==> src/rtl/ram_fill_writer.sv <==
// Streams bytes into sequential RAM addresses from a programmable base, then reads
// the region back through the registered read port and compares running checksums.
module ram_fill_writer #(
  parameter int ADDR_W = 8,
  parameter int DATA_W = 8,
  parameter int SUM_W  = 16,
  parameter int RD_LAT = 2
) (
  input  logic              clk,
  input  logic              rst,
  input  logic              start,
  input  logic [ADDR_W-1:0] base_addr,
  input  logic [ADDR_W:0]   length,
  input  logic              s_valid,
  input  logic [DATA_W-1:0] s_data,
  output logic              s_ready,
  output logic [ADDR_W-1:0] ram_addr,
  output logic [DATA_W-1:0] ram_data,
  output logic              ram_wren,
  input  logic [DATA_W-1:0] ram_q,
  output logic              busy,
  output logic              done,
  output logic              verify_ok,
  output logic [SUM_W-1:0]  checksum
);

  localparam logic [2:0] ST_IDLE   = 3'd0;
  localparam logic [2:0] ST_WRITE  = 3'd1;
  localparam logic [2:0] ST_DRAIN  = 3'd2;
  localparam logic [2:0] ST_VERIFY = 3'd3;
  localparam logic [2:0] ST_FINISH = 3'd4;

  localparam logic [ADDR_W:0] CNT_ONE = 1;

  logic [2:0]        state;
  logic [ADDR_W-1:0] base_r;
  logic [ADDR_W:0]   len_r;
  logic [ADDR_W:0]   cnt;
  logic [ADDR_W:0]   rcnt;
  logic [ADDR_W:0]   len_m1;
  logic [SUM_W-1:0]  wsum;
  logic [SUM_W-1:0]  rsum;
  logic [RD_LAT-1:0] vsr;
  logic [ADDR_W-1:0] cur_addr;
  logic              accept;
  logic              issue;
  logic              ret;

  // Stream handshake: a beat transfers on a rising edge where s_valid and s_ready
  // are both high; s_ready depends only on state, never on s_valid.
  assign s_ready  = (state == ST_WRITE);
  assign busy     = (state != ST_IDLE);
  assign accept   = s_valid & s_ready;
  assign len_m1   = len_r - CNT_ONE;
  assign cur_addr = base_r + cnt[ADDR_W-1:0];
  assign issue    = (state == ST_VERIFY) && (cnt != len_r);
  assign ret      = vsr[RD_LAT-1];

  always_ff @(posedge clk or posedge rst) begin
    if (rst) begin
      state     <= ST_IDLE;
      base_r    <= '0;
      len_r     <= '0;
      cnt       <= '0;
      rcnt      <= '0;
      wsum      <= '0;
      rsum      <= '0;
      vsr       <= '0;
      ram_addr  <= '0;
      ram_data  <= '0;
      ram_wren  <= 1'b0;
      done      <= 1'b0;
      verify_ok <= 1'b0;
      checksum  <= '0;
    end else begin
      ram_wren <= 1'b0;
      done     <= 1'b0;
      // Each set bit marks a read whose data arrives RD_LAT cycles after issue.
      vsr      <= (vsr << 1) | RD_LAT'(issue);
      case (state)
        ST_IDLE: begin
          if (start) begin
            base_r    <= base_addr;
            len_r     <= length;
            cnt       <= '0;
            rcnt      <= '0;
            wsum      <= '0;
            rsum      <= '0;
            checksum  <= '0;
            verify_ok <= 1'b0;
            state     <= (length == '0) ? ST_FINISH : ST_WRITE;
          end
        end
        ST_WRITE: begin
          if (accept) begin
            ram_wren <= 1'b1;
            ram_addr <= cur_addr;
            ram_data <= s_data;
            wsum     <= wsum + SUM_W'(s_data);
            cnt      <= cnt + CNT_ONE;
            if (cnt == len_m1) state <= ST_DRAIN;
          end
        end
        ST_DRAIN: begin
          cnt   <= '0;
          state <= ST_VERIFY;
        end
        ST_VERIFY: begin
          if (issue) begin
            ram_addr <= cur_addr;
            cnt      <= cnt + CNT_ONE;
          end
          if (ret) begin
            rsum <= rsum + SUM_W'(ram_q);
            rcnt <= rcnt + CNT_ONE;
            if (rcnt == len_m1) state <= ST_FINISH;
          end
        end
        ST_FINISH: begin
          done      <= 1'b1;
          checksum  <= wsum;
          verify_ok <= (rsum == wsum);
          state     <= ST_IDLE;
        end
        default: state <= ST_IDLE;
      endcase
    end
  end

endmodule

==> config.mk <==
export PLATFORM = sky130hd
export DESIGN_NAME = ram_fill_writer
export DESIGN_NICKNAME = d
export VERILOG_FILES = /design/src/rtl/ram_fill_writer.sv
export SDC_FILE = /design/constraint.sdc
export NUM_CORES = 1
export LEC_CHECK = 0
export ABC_AREA = 1
export ABC_CLOCK_PERIOD_IN_PS = 4000
export BUFFER_PORTS_ARGS = -buffer_cell sky130_fd_sc_hd__buf_2
export CAP_MARGIN = 25
export CORE_UTILIZATION = 50
export CTS_BUF_LIST = sky130_fd_sc_hd__clkbuf_2
export DETAILED_ROUTE_END_ITERATION = 7
export GPL_TIMING_DRIVEN = 0
export PLACE_DENSITY = 0.7
export SLEW_MARGIN = 10
export SYNTH_ARGS = -nofsm -noshare
export SYNTH_HDL_FRONTEND = slang
export SYNTH_SLANG_ARGS = --single-unit
==> constraint.sdc <==
create_clock -name clk -period 4 [get_ports clk]
set_clock_uncertainty 0.05 [all_clocks]
set_input_delay 0.4 -clock clk [delete_from_list [all_inputs] [get_ports clk]]
set_output_delay 0.4 -clock clk [all_outputs]
set_load 0.1 [all_outputs]
==> run_results.csv <==
group,metric,value,unit
sta,period_needed,2.49,ns
outcome,status,"completed",
clock_network,cts_made_buffers,9,
grt,grt.met2_usage,42.0,%
sta,worst_slew_pin_slew,0.677,ns
grt,grt_pass1_wl,26500,µm
synth,synth-seq-cells,107,
clock_network,clockBufferDepth,2,
drt,dr.first_iter.drc_count,392,
floorplanning,die_w,116,µm
pwr,p_leak,3.95,nW
floorplanning,die_area,0.0135,mm²
grt,grtUsageMet1,34.7,%
synth,yosysTopAreaCellShare,41.0,%
flow_run,cap_violations,0,
drt,wl_per_cell,14.0,µm
placement,pre_cts_slack,1.72,ns
placement,dp_hpwl,12000,µm
drt,ant_nets,0,
critical_path,timing.rr.end,"rsum[12]$_DFFE_PP0P_",
pwr,irDropWorstVdd,0.000270,V
sta,rsz0062_at_grt,"no",
pwr,power_density,329,mW/mm²
floorplanning,initial_utilization,51.5,%
synth,ys.warnings.count,0,
final_layout,final-seq-area,0.00268,mm²
final_layout,n_antenna_cell,0,
synth,synth_area_leaders,"dfrtp_1 (41%), nand2_1 (15%), ha_1 (5.0%), inv_1 (4.8%), o21ai_0 (4.4%)",
clock_network,clk_latency,0.65,ns
placement,port-buffer-count,73,
clock_network,ctsHtreeMaxLevel,3,
drt,drt-total-wl,16000,µm
grt,grt_max_degree,83,
hold_path,hp-class,"in2reg",
clock_network,clock_sinks,107,
clock_network,cts_setup_buffers,0,
critical_path,required,3.55,ns
floorplanning,num_rows,41,
grt,grtUsageTotal,25.6,%
final_layout,fill_cells,1153,
drt,drc,0,
placement,place_area,0.00714,mm²
critical_path,startpoint_type,"flip-flop",
placement,gp_congestion,0.893,
synth,synth_area,0.00653,mm²
clock_network,cts_tree,"built",
synth,synth.yosys.seq_area_share,41.0,%
final_layout,drive_gt1_share,16.7,%
synth,postSynthAreaPerCell,7.70,µm²
sta,slew_headroom,54.9,%
floorplanning,core,0.0127,mm²
final_layout,syn2layout_area_growth,15.0,%
grt,met3_usage,5.03,%
critical_path,r2r_slack,1.72,ns
drt,viasPerCell,5.07,
synth,synth_top_area_cell,"dfrtp_1",
synth,synth_fp_nets,914,
synth,synth_cell_types,50,
sta,hold_violations,0,
clock_network,clock-root-buffer,"clkbuf_2",
grt,grt_pass1_vias,5440,
critical_path,cp-end-kind,"output port",
critical_path,cp-endpoint,"s_ready",
sta,worst_slack,1.51,ns
sta,setup_viol,0,
drt,dr.pass1.iters,4,
critical_path,criticalPathCategory,"reg2out",
critical_path,crit_start,"state[2]$_DFFE_PP0P_",
sta,fin_crit_sh,62.4,%
final_layout,final_common_cell,"nand2_1",
final_layout,multiInputGateArea,0.00337,mm²
grt,grt_overflow,0,
sta,whs,0.0430,ns
drt,dr_total_vias,5769,
final_layout,most-common-layout-cells,"nand2_1 (262), dfrtp_1 (107), inv_1 (82), buf_2 (76), nor2_1 (64)",
grt,top_usage_layer,"met2",
critical_path,reg2reg_depth,10,
critical_path,worstPathMaxFanout,8,
clock_network,clk_pin_slew,0.33,ns
final_layout,num-nets-final,1026,
final_layout,final_cell_area,0.00751,mm²
floorplanning,die_h,116,µm
synth,syn_inst,848,
sta,fmax,401,MHz
grt,antenna_found_initial,0,
sta,drv_slew,0,
critical_path,cp.arrival,2.04,ns
floorplanning,ios,74,
critical_path,r2r-start,"rsum[0]$_DFFE_PP0P_",
## cell families (layout without fill, tap and decap cells)
| family | after synthesis | in the layout | share of synthesized area [%] |
|---|---|---|---|
| AOI/OAI and AO/OA | 130 | 130 | 11.1 |
| xor gates and xnor gates | 28 | 28 | 3.87 |
| adders and majority gates | 29 | 29 | 5.90 |
| buffers and inverters | 112 | 229 | 7.43 |
| DFF | 107 | 107 | 41.0 |
| and+or+nand+nor | 442 | 442 | 30.7 |
## state kept, by name, summed over array words and instances (netlist names)
register	count
base_r	8
checksum	16
cnt	9
done	1
len_r	9
ram_addr	8
ram_data	8
ram_wren	1
rcnt	9
rsum	16
state	3
verify_ok	1
vsr	2
wsum	16
## routing by layer
layer,share of wire [%],wire length [µm]
met1,47,7560
met2,46,7380
met3,4.7,757
met4,1.6,260
met5,0,0
## timing repair
item | CTS | global route
hold endpoints to repair | 135 | 0
hold buffers | 27 | 0
endpoints found under the setup margin | 0 | 0
resized for setup | 0 | 0
## area by class of cell
cell class,instances,area share (%)
Buffer,17,1.72
Clock buffer,9,0.600
Clock inverter,7,0.700
Timing Repair Buffer,101,8.83
Multi-Input combinational cell,629,44.8
Tap cell,172,2.87
Inverter,95,4.81
Sequential cell,107,35.6
## worst max-delay path, cell delays in order, from the launching register on
cell,delay (ns)
dfrtp_1,0.49
inv_2,0.17
nand2_4,0.13
nor2_4,0.16
buf_2,0.46
## how the worst min path moves through the flow
stage	startpoint	to	slack, ns	cells past startpoint
6_report	start	rcnt[7]$_DFFE_PP0P_	0.04	4
5_1_grt	start	rcnt[5]$_DFFE_PP0P_	0.02	4
4_1_cts	start	rcnt[7]$_DFFE_PP0P_	0.002	4
3_5_place_dp	vsr[0]$_DFF_PP0_	vsr[1]$_DFF_PP0_	0.29	0
3_3_place_gp	vsr[0]$_DFF_PP0_	vsr[1]$_DFF_PP0_	0.31	0
2_1_floorplan	vsr[0]$_DFF_PP0_	vsr[1]$_DFF_PP0_	0.28	0
## metrics by stage
stage	utilization, %	instances	total power, mW	setup TNS (ns)
floorplan	-	848	1.81	0
global placement	56.1	1093	1.97	-63.25
detailed placement	56.4	1094	1.99	0
CTS	59.3	1137	2.49	0
global route	59.3	1137	2.65	0
finish	59.3	1137	2.47	0
## power by group
group          internal (mW)  switching [mW]
Combinational          0.263           0.438
Sequential              1.17           0.117
Clock                 0.0868           0.390
Total                   1.52           0.945
## synthesized netlist by cell type (all sizes together)
| master | n |
|---|---|
| nand2 | 281 |
| dfrtp | 107 |
| inv | 95 |
| nor2 | 73 |
| o21ai | 66 |
| nand3 | 43 |
| a21oi | 42 |
| ha | 26 |
| nand4 | 15 |
| nor3 | 14 |
| xnor2 | 14 |
| xor2 | 14 |
| buf | 11 |
| or2 | 8 |
| clkbuf | 6 |
| o22ai | 6 |
| nor4 | 4 |
| a21boi | 3 |
| fa | 3 |
| o21a | 3 |
| a22o | 2 |
| nand3b | 2 |
| a21o | 1 |
| a22oi | 1 |
| a311oi | 1 |
| a31oi | 1 |
| a41oi | 1 |
| nand2b | 1 |
| nor3b | 1 |
| o211a | 1 |
| o211ai | 1 |
| o21bai | 1 |
Note: power is estimated with default switching activity, not from simulation.
